$ cat src/rtl/uart_pkg.sv
// uart_pkg: types and elaboration-time helpers shared by the UART blocks.
//   tx_state_t    : transmitter frame state
//   params_legal  : returns 1 when a parameter set is supported
//   frame_clks    : clock cycles in one serial frame
package uart_pkg;

  typedef enum logic [2:0] {
    IDLE   = 3'd0,
    START  = 3'd1,
    DATA   = 3'd2,
    PARITY = 3'd3,
    STOP   = 3'd4
  } tx_state_t;

  function automatic bit params_legal(input int cpb, input int db, input int sb,
                                      input int depth, input int podd);
    return (cpb >= 2) && (db >= 5) && (db <= 8) && ((sb == 1) || (sb == 2)) &&
           (depth >= 2) && ((depth & (depth - 1)) == 0) &&
           ((podd == 0) || (podd == 1));
  endfunction

  function automatic int frame_clks(input int cpb, input int db, input int sb, input int par);
    return (1 + db + par + sb) * cpb;
  endfunction

endpackage

$ cat src/rtl/uart_sync_fifo.sv
// uart_sync_fifo: single-clock FIFO used as the UART character queue.
//   clk, rst  : clock, asynchronous active-high reset (pointers and level only)
//   push, din : write din when push and not full
//   pop, dout : dout shows the head entry; pop advances it when not empty
//   full, empty, level : occupancy flags and count (0..DEPTH)
module uart_sync_fifo #(
  parameter int DATA_W = 8,
  parameter int DEPTH  = 16
) (
  input  logic                     clk,
  input  logic                     rst,
  input  logic                     push,
  input  logic [DATA_W-1:0]        din,
  input  logic                     pop,
  output logic [DATA_W-1:0]        dout,
  output logic                     full,
  output logic                     empty,
  output logic [$clog2(DEPTH):0]   level
);

  localparam int PTR_W = $clog2(DEPTH);
  localparam int LVL_W = PTR_W + 1;
  localparam logic [LVL_W-1:0] LVL_FULL = LVL_W'(DEPTH);

  logic [DATA_W-1:0] r_mem [DEPTH];
  logic [PTR_W-1:0]  r_wr_ptr;
  logic [PTR_W-1:0]  r_rd_ptr;
  logic [LVL_W-1:0]  r_level;
  logic              w_push;
  logic              w_pop;

  // Guards live here so a caller cannot corrupt the queue by mistake.
  assign w_push = push & ~full;
  assign w_pop  = pop & ~empty;

  // Pointers wrap naturally because DEPTH is a power of two.
  always_ff @(posedge clk or posedge rst) begin
    if (rst) begin
      r_wr_ptr <= '0;
      r_rd_ptr <= '0;
      r_level  <= '0;
    end else begin
      if (w_push) r_wr_ptr <= r_wr_ptr + 1'b1;
      if (w_pop)  r_rd_ptr <= r_rd_ptr + 1'b1;
      case ({w_push, w_pop})
        2'b10:   r_level <= r_level + 1'b1;
        2'b01:   r_level <= r_level - 1'b1;
        default: r_level <= r_level;
      endcase
    end
  end

  always_ff @(posedge clk) begin
    if (w_push) r_mem[r_wr_ptr] <= din;
  end

  assign dout  = r_mem[r_rd_ptr];
  assign full  = (r_level == LVL_FULL);
  assign empty = (r_level == '0);
  assign level = r_level;

endmodule

$ cat src/rtl/uart_tx_fifo_param.sv
// uart_tx_fifo_param: UART transmitter with baud divider, configurable frame
// format and a TX FIFO in front of the serialiser.
//   clk, rst   : clock, asynchronous active-high reset
//   tx_data    : word to send (LSB first), accepted when tx_valid & tx_ready
//   tx_valid   : producer has a word
//   tx_ready   : FIFO not full
//   tx         : registered serial output, idle high
//   busy       : frame in progress or words queued
//   fifo_level : current FIFO occupancy
// Build option: define UART_TX_PARITY_EN to insert a parity bit after the
// data bits (even parity when PARITY_ODD=0, odd when PARITY_ODD=1).
module uart_tx_fifo_param
  import uart_pkg::*;
#(
  parameter int CLKS_PER_BIT = 434,
  parameter int DATA_BITS    = 8,
  parameter int STOP_BITS    = 1,
  parameter int FIFO_DEPTH   = 16,
  parameter int PARITY_ODD   = 0
) (
  input  logic                          clk,
  input  logic                          rst,
  input  logic [DATA_BITS-1:0]          tx_data,
  input  logic                          tx_valid,
  output logic                          tx_ready,
  output logic                          tx,
  output logic                          busy,
  output logic [$clog2(FIFO_DEPTH):0]   fifo_level
);

  localparam int BAUD_W = $clog2(CLKS_PER_BIT);
  localparam int BIT_W  = $clog2(DATA_BITS);
  localparam logic [BAUD_W-1:0] BAUD_LAST = BAUD_W'(CLKS_PER_BIT - 1);
  localparam logic [BIT_W-1:0]  DATA_LAST = BIT_W'(DATA_BITS - 1);
  localparam logic [BIT_W-1:0]  STOP_LAST = BIT_W'(STOP_BITS - 1);

  if (!params_legal(CLKS_PER_BIT, DATA_BITS, STOP_BITS, FIFO_DEPTH, PARITY_ODD)) begin : g_bad_params
    $error("uart_tx_fifo_param: unsupported parameter set");
  end

  tx_state_t                    r_state;
  tx_state_t                    w_state_next;
  logic [BAUD_W-1:0]            r_baud;
  logic [BIT_W-1:0]             r_bitcnt;
  logic [DATA_BITS-1:0]         r_shift;
  logic                         r_tx;
  logic                         w_tx_next;
  logic                         w_pop;
  logic                         w_bit_done;
  logic                         w_last_data;
  logic                         w_last_stop;
  logic [DATA_BITS-1:0]         w_fifo_dout;
  logic                         w_full;
  logic                         w_empty;
  logic [$clog2(FIFO_DEPTH):0]  w_level;
`ifdef UART_TX_PARITY_EN
  logic                         r_par;

  function automatic logic parity_bit(input logic [DATA_BITS-1:0] d);
    return (PARITY_ODD != 0) ? ~^d : ^d;
  endfunction
`endif

  uart_sync_fifo #(
    .DATA_W (DATA_BITS),
    .DEPTH  (FIFO_DEPTH)
  ) u_fifo (
    .clk   (clk),
    .rst   (rst),
    .push  (tx_valid),
    .din   (tx_data),
    .pop   (w_pop),
    .dout  (w_fifo_dout),
    .full  (w_full),
    .empty (w_empty),
    .level (w_level)
  );

  assign w_bit_done  = (r_baud == BAUD_LAST);
  assign w_last_data = (r_bitcnt == DATA_LAST);
  assign w_last_stop = (r_bitcnt == STOP_LAST);

  // State register
  always_ff @(posedge clk or posedge rst) begin
    if (rst) r_state <= IDLE;
    else     r_state <= w_state_next;
  end

  // Next-state logic
  always_comb begin
    w_state_next = r_state;
    case (r_state)
      IDLE:  if (!w_empty) w_state_next = START;
      START: if (w_bit_done) w_state_next = DATA;
      DATA: begin
        if (w_bit_done && w_last_data) begin
`ifdef UART_TX_PARITY_EN
          w_state_next = PARITY;
`else
          w_state_next = STOP;
`endif
        end
      end
`ifdef UART_TX_PARITY_EN
      PARITY: if (w_bit_done) w_state_next = STOP;
`endif
      STOP: begin
        // A queued word starts its frame with no idle bit in between.
        if (w_bit_done && w_last_stop) w_state_next = w_empty ? IDLE : START;
      end
      default: w_state_next = IDLE;
    endcase
  end

  // Output logic: line level for the next cycle and FIFO pop strobe
  always_comb begin
    w_tx_next = 1'b1;
    w_pop     = 1'b0;
    case (r_state)
      IDLE:  w_pop = !w_empty;
      START: w_tx_next = 1'b0;
      DATA:  w_tx_next = r_shift[0];
`ifdef UART_TX_PARITY_EN
      PARITY: w_tx_next = r_par;
`endif
      STOP:  w_pop = w_bit_done && w_last_stop && !w_empty;
      default: w_tx_next = 1'b1;
    endcase
  end

  // Baud/bit counters and the output register. The bit counter restarts on
  // every state change so it indexes data bits in DATA and stop bits in STOP.
  always_ff @(posedge clk or posedge rst) begin
    if (rst) begin
      r_baud   <= '0;
      r_bitcnt <= '0;
      r_tx     <= 1'b1;
    end else begin
      r_tx <= w_tx_next;
      if ((r_state == IDLE) || w_bit_done) r_baud <= '0;
      else                                 r_baud <= r_baud + 1'b1;
      if (r_state != w_state_next) r_bitcnt <= '0;
      else if (w_bit_done)         r_bitcnt <= r_bitcnt + 1'b1;
    end
  end

  // Shift register: loaded on pop, shifted right at each data bit boundary.
  always_ff @(posedge clk) begin
    if (w_pop) begin
      r_shift <= w_fifo_dout;
`ifdef UART_TX_PARITY_EN
      r_par   <= parity_bit(w_fifo_dout);
`endif
    end else if ((r_state == DATA) && w_bit_done) begin
      r_shift <= r_shift >> 1;
    end
  end

  assign tx         = r_tx;
  assign tx_ready   = !w_full;
  assign busy       = (r_state != IDLE) || (w_level != '0);
  assign fifo_level = w_level;

endmodule

$ cat config.mk
export PLATFORM = sky130hd
export DESIGN_NAME = uart_tx_fifo_param
export DESIGN_NICKNAME = d
export VERILOG_FILES = /design/src/rtl/uart_pkg.sv /design/src/rtl/uart_sync_fifo.sv /design/src/rtl/uart_tx_fifo_param.sv
export SDC_FILE = /design/constraint.sdc
export NUM_CORES = 1
export LEC_CHECK = 0
export CORE_AREA = 3 3 123 125
export CTS_BUF_LIST = sky130_fd_sc_hd__clkbuf_16
export CTS_CLUSTER_DIAMETER = 30
export CTS_CLUSTER_SIZE = 10
export DETAILED_ROUTE_END_ITERATION = 12
export DIE_AREA = 0 0 126 128
export GPL_ROUTABILITY_DRIVEN = 0
export PLACE_DENSITY_LB_ADDON = 0.1
export SYNTH_ARGS = -nofsm -noshare
export SYNTH_HDL_FRONTEND = slang
export SYNTH_HIERARCHICAL = 1
export SYNTH_SLANG_ARGS = --single-unit
$ cat constraint.sdc
create_clock -name clk -period 3.2 [get_ports clk]
set_input_delay 0.64 -clock clk [delete_from_list [all_inputs] [get_ports clk]]
set_output_delay 0.64 -clock clk [all_outputs]
set_load 0.01 [all_outputs]
Yosys cells after proc, flatten, opt, wreduce, memory -nomap -nowiden:

Memory sizes are Yosys's and may differ from the RTL's.
Index checks and enable logic that the tools add are counted.
Widths: inputs -> output; s select.

* register bits: 37
* RAM bits: 128
* logic and storage cells: 60
* memories kept: 1
* bits of input ports: 11
* output and inout port bits: 8

* mux-type cells: 16
* $add $sub $neg: 6
* bitwise operators: 4
* reduce and logical (&&, ||, !) cells: 16
* equality and inequality tests: 9

Memory list
* u_fifo.r_mem: words 16, width 8, rd ports 1, clocked after Yosys merged registers in 0, wr ports 1, RTL line uart_sync_fifo.sv:25 `logic [DATA_W-1:0] r_mem [DEPTH];`

Operators with widths (number)
* $mux 3: 6
* $mux 8: 2
* $pmux 3 s4: 1
* $pmux 5 s2: 1
* $add 9x1->9 const B: 1
* $eq 9x9->1 const B: 1
* $mux 9: 1
* $add 4x1->4 const B: 2
* $eq 3x3->1 const B: 2
* $logic_not 3->1: 2
* $reduce_bool 2->1: 3
* $add 5x1->5 const B: 1
* $eq 5x5->1 const B: 1
* $logic_not 5->1: 1
* $reduce_bool 5->1: 1
* $sub 5x1->5 const B: 1
* $logic_and 1x1->1: 4
* $pmux 1 s2: 2
* $add 3x1->3 const B: 1
* $eq 3x1->1 const B: 1
* $eq 3x2->1 const B: 1
* $mux 1: 3
* $ne 3x3->1: 1
* $reduce_bool 3->1: 1
* 6 further kinds: 10

Depth between registers and ports, before layout:

* depth after elaboration: 7
* mapped depth: 17
* depth with buffers taken out: 15

Modules after synthesis:

The synthesis kept the hierarchy.

Modules (own cells, without submodules)
* uart_sync_fifo: area each 5796.8 sq um, cells each 333, instances 1, seq. area each 4169.0 sq um
* uart_tx_fifo_param: area each 1255.0 sq um, cells each 120, instances 1, seq. area each 641.9 sq um

Least setup slack after synthesis:

OpenSTA, ideal clock, no wires.

* kind: reg2reg
* start point: register u_fifo.r_level[0], in the netlist u_fifo/level[0]
* end point: register u_fifo.r_level[4], in the netlist u_fifo/level[4]
* arrival time: 3.079 ns
* path buffers: 2
* data required time: 3.073 ns
* setup slack: -0.006 ns
* clock period less this slack: 3.206 ns
* cell stages (with the launch flop): 17
* setup time: 0.127 ns
* cell sequence: dfrtp_1 > nor4_2 > and2b_1 > nor3_2 > nand4b_1 > and2_1 > buf_6 > inv_1 > nor2b_1 > buf_6 > ha_1 > ha_1 > nor2b_1 > o21ai_0 > a21oi_1 > or3b_1 > xnor2_1

* cells in the longest elaborated chain, start to end: 7
* elaborated cells on any way between the ends: 15
* classes of those cells: add/sub (2); eq/ne (3); mux (2); bitwise (4); reduce/logical (4)

RTL lines
* start, declared: RTL line uart_sync_fifo.sv:28 `logic [LVL_W-1:0] r_level;`
* start signal, assigned: RTL line uart_sync_fifo.sv:46 `2'b10: r_level <= r_level + 1'b1;`
* start signal, assigned: RTL line uart_sync_fifo.sv:47 `2'b01: r_level <= r_level - 1'b1;`
* start signal, assigned: RTL line uart_sync_fifo.sv:48 `default: r_level <= r_level;`
* $logic_not 5->1 (*): RTL line uart_sync_fifo.sv:59 `assign empty = (r_level == '0);`
* net w_empty: RTL line uart_tx_fifo_param.sv:54 `logic w_empty;`
* $logic_not 1->1 (*): RTL line uart_tx_fifo_param.sv:120, uart_tx_fifo_param.sv:126
* $logic_and 1x1->1: RTL line uart_tx_fifo_param.sv:126 `STOP: w_pop = w_bit_done && w_last_stop && !w_empty;`
* $pmux 1 s2 (*): RTL line uart_tx_fifo_param.sv:119 `case (r_state)`
* net w_pop: RTL line uart_tx_fifo_param.sv:48 `logic w_pop;`
* $and 1x1->1 (*): RTL line uart_sync_fifo.sv:34 `assign w_pop = pop & ~empty;`
* net u_fifo.w_pop: RTL line uart_sync_fifo.sv:30 `logic w_pop;`
* $eq 2x1->1 or $eq 2x2->1 (tied branches): RTL line uart_sync_fifo.sv:45 `case ({w_push, w_pop})`
* $pmux 5 s2 or $reduce_bool 2->1 (tied branches)

Mark *: on every way through the listed nets, which the timed path passes. The rest lies on a longest branch.
A chain may end at the register's enable or synchronous reset.

Final worst setup path:

* start point: register r_baud[1]
* end point: register u_fifo.r_level[4], in the netlist u_fifo/level[4]

* cells in the longest elaborated chain, start to end: 7
* elaborated cells on any way between the ends: 9
* classes of those cells: eq/ne (3); mux (2); bitwise (1); reduce/logical (3)

RTL lines
* start, declared: RTL line uart_tx_fifo_param.sv:43 `logic [BAUD_W-1:0] r_baud;`
* start signal, assigned: RTL line uart_tx_fifo_param.sv:141 `else r_baud <= r_baud + 1'b1;`
* $eq 9x9->1 (*): RTL line uart_tx_fifo_param.sv:79 `assign w_bit_done = (r_baud == BAUD_LAST);`
* $logic_and 1x1->1 (*) (2 in series): RTL line uart_tx_fifo_param.sv:126
* $pmux 1 s2 (*): RTL line uart_tx_fifo_param.sv:119
* net w_pop: RTL line uart_tx_fifo_param.sv:48
* $and 1x1->1 (*): RTL line uart_sync_fifo.sv:34
* $eq 2x1->1 or $eq 2x2->1 (tied branches): RTL line uart_sync_fifo.sv:45
* $pmux 5 s2 or $reduce_bool 2->1 (tied branches)

Marks and branches as above.

==> key figures <==
STA
  • Slew Limit Fails: 0
  • Crit share post-route: 0.9443
  • Rel. slew slack: 0.5658
  • Skew final: between 0.01 and 0.015 ns
  • FMAX: 0.3310 GHz
  • RSZ-0062 raised after global routing: no
  • Final Hold Viols: 0
  • Worst Tran Pin Value: between 0.6 and 0.7 ns
  • TNS Setup: 0 ns
  • Final worst path period need: ~3 ns
  • Setup violators final: 0

Floorplanning
  • Die Span X: approximately 130 um
  • DIE AREA: 16130 um2
  • I/O pin count: 19
  • Rows: 43
  • Die Ht: 128 um
  • Core Footprint: about 14000 um2
  • Starting Density: 0.5041

Cells and area
  • Commonest non-fill, non-tap cell in the layout: edfxtp_1
  • Fillers: 1101
  • Finished Layout Cells: 692
  • Area Growth Syn to Fin: 15.68%
  • Commonest non-fill, non-tap cells in the layout: edfxtp_1 (136), nor2_1 (30), buf_4 (30), nand2_1 (26), dfrtp_1 (26)
  • ANT cells: 0
  • Share of layout cells above drive strength 1: 0.2070
  • Nets: 525

Critical path
  • Kind of critical path: reg2reg
  • Critical Path Fanout Max: 4
  • Crit-path max cell delay: 0.41 ns
  • WP data arrival: 3.34 ns
  • WP data required: 3.52 ns
  • Reg-to-Reg Start: r_baud[1]
  • Reg-to-reg setup timing slack: 0.18 ns
  • Worst setup path start: r_baud[1]
  • Worst r2r dst: u_fifo/level[4]
  • Crit start category: register
  • R2r worst-path depth: 15
  • CP most frequent cell: inv_1
  • CP endpoint kind: register
  • CP cell instances: inv_1 -> ha_1 -> and4b_2 -> nand4b_1 -> and2_1 -> inv_1 -> nor2b_4 -> ha_4 -> inv_1 -> fa_1 -> nor2b_1 -> o21ai_1 -> nand3_1 -> or3b_1 -> xnor2_1
  • CP max stage cell: dfrtp_1

Clock tree
  • Clk sinks: roughly 170
  • CTS Root Cell: clkbuf_16
  • Clk buf depth: 2
  • H-tree depth: 4
  • Worst skew pair latency: 0.44 ns
  • Clock buffer count from CTS: 17
  • CTS tree: built
  • # hold bufs at CTS: 0
  • CTS clk-pin slew, worst paths: 0.07 ns

Logic synthesis
  • Mapped Cells: 453
  • EDFF count, synth: 136
  • Async SR Flop Fraction: 0.1758
  • Post-synth cell types: 47
  • Synth Area per Inst: ~16 um2
  • Top cells by area, synth: edfxtp_1 (58%), dfrtp_1 (9.9%), mux4_2 (5.1%)
  • Yosys reg bits: 165
  • Cell Area, Synth: 7052 um2
  • Main synth FF type: edfxtp_1
  • Seq/Total Area, Yosys: 0.6822
  • Net count after synthesis: between 400 and 500
  • Yosys Warn Count: 6
  • Top cell type's share of synthesized area: 0.5791
  • Top cell type by total area after synthesis: edfxtp_1

Hold path
  • Hold path cells: 2
  • Hold Path Origin: r_shift[0]
  • Tightest Hold Check Type: reg2reg
  • Worst Hold Path EP: tx

Route
  • Detailed Routing Iterations Pass 1: 5
  • Met3 wire length: 566 um
  • Met1 wire length: 5859 um
  • ANT nets after route: 0
  • Via count: around 3800
  • Final WL: 13770 um
  • Initial DRC Count: 272
  • Drt via density: between 5 and 6
  • Top layer in use: met4
  • Wire length on met2: roughly 7000 um
  • Remaining DRCs: 0
  • Wirelength per Cell: 19.90 um

Power
  • Peak VDD IR: between 400 and 500 uV
  • Leakage: 3.104 nW
  • Cell Pwr Density: 655.2 nW/um2

Global route
  • Largest net degree at the start of global routing: 19
  • Number of global-route vias before repair: 4010
  • Tot GR Track Use: 0.1845
  • Overflow after GRT: 0
  • Initial antenna violation count: 0
  • First-pass GRT wire length: between 20000 and 25000 um

Place
  • Placed Cells: 660
  • Port Buf Inserts: 18
  • Post-DP HPWL: 9223 um

Job
  • Max Cap Viol: 0

Outcome
  • Status: completed
==> Yosys cell counts (all sizes together) (2+ instances only) <==
library cell / instances
nand2b: 5
nand2: 27
a21oi: 15
dfrtp: 28
mux2: 16
a221oi: 8
o21ai: 21
mux4: 16
xor2: 4
ha: 14
edfxtp: 136
a22oi: 8
xnor2: 14
nand4: 2
buf: 18
nor3: 8
inv: 19
nor2b: 4
clkbuf: 5
and2: 4
nand3: 9
nor2: 30
mux2i: 25
==> registers in the layout, summed over array words and instances (netlist names) <==
| register | flops |
|---|---|
| r_bitcnt | 3 |
| r_baud | 9 |
| u_fifo/r_wr_ptr | 4 |
| tx | 1 |
| r_state | 3 |
| r_shift | 8 |
| u_fifo/r_mem | 128 |
| u_fifo/level | 5 |
| u_fifo/r_rd_ptr | 4 |
==> per-layer routing <==
layer  GRT usage  vias up
met5           0        -
met4     0.08076        0
met3     0.04125       24
met2      0.3074       73
met1      0.2339     1938
li1            -     1792
==> kinds of logic (layout without fill, tap and decap cells) <==
logic type | after synthesis | in the layout | synth area share
flip-flops | 165 | 165 | 0.6822
adder cells (fa/ha/maj) | 15 | 15 | 0.02768
multiplexers | 57 | 57 | 0.1127
buffers and inverters | 42 | 101 | 0.03478
AND/OR/NAND/NOR | 97 | 97 | 0.06795
AO/OA/AOI/OAI | 59 | 59 | 0.05234
XOR/XNOR | 18 | 18 | 0.02236
==> layout make-up <==
cell class / count / area, um2 / share of cell area
multi-input cells: 246 / 2017 / 0.2472
flip-flops and latches: 165 / 4813 / 0.5900
repair buffers: 50 / 445.4 / 0.05460
clock buffers: 17 / 425.4 / 0.05215
inverters: 19 / 71.32 / 0.008742
clock inverters: 15 / 160.2 / 0.01963
well taps: 180 / 225.2 / 0.02761
==> where the power goes <==
part	internal, mW	switching [mW]
sequential	2.55	0.0921
clock	1.10	0.902
combinational	0.310	0.388
==> critical path: cells and delay by family (launching register included) <==
kind                     cells  cell delay [ns]
AND/OR/NAND/NOR              7             1.37
adder cells (fa/ha/maj)      3             0.69
flip-flops                   1             0.41
buffers and inverters        3             0.20
XOR/XNOR                     1             0.13
AO/OA/AOI/OAI                1             0.10
==> worst max path at each step <==
stage | slack [ns] | endpoint | cells after the start
2_1_floorplan | 0.01 | u_fifo/level[4] | 16
3_3_place_gp | 0.15 | u_fifo/level[4] | 14
3_5_place_dp | 0.03 | u_fifo/level[4] | 15
4_1_cts | 0.01 | u_fifo/level[4] | 15
5_1_grt | 0.0006 | u_fifo/level[4] | 15
6_report | 0.18 | u_fifo/level[4] | 15
==> through the flow <==
stage	setup slack (ns)	hold WS, ns	utilization	power, mW	cell area, um2
final	0.1784	0.5231	0.5832	5.345	8158
after global routing	0.0005786	0.5589	0.5832	5.575	8158
after CTS	0.01087	0.5246	0.5818	5.391	8139
after detailed placement	0.03496	0.5158	0.5398	3.391	7551
after global placement	0.1500	0.4970	0.5398	3.361	7551
after floorplan	0.01469	0.4552	-	3.051	7053
==> timing repair <==
item	in CTS	in global routing
gates cloned	0	0
pin swaps	0	1
buffers inserted	0	0
gates resized for setup	1	5
endpoints found under the setup margin	1	1
endpoints found under the hold margin	0	0
No activity file was read; power rests on OpenSTA's default activity.
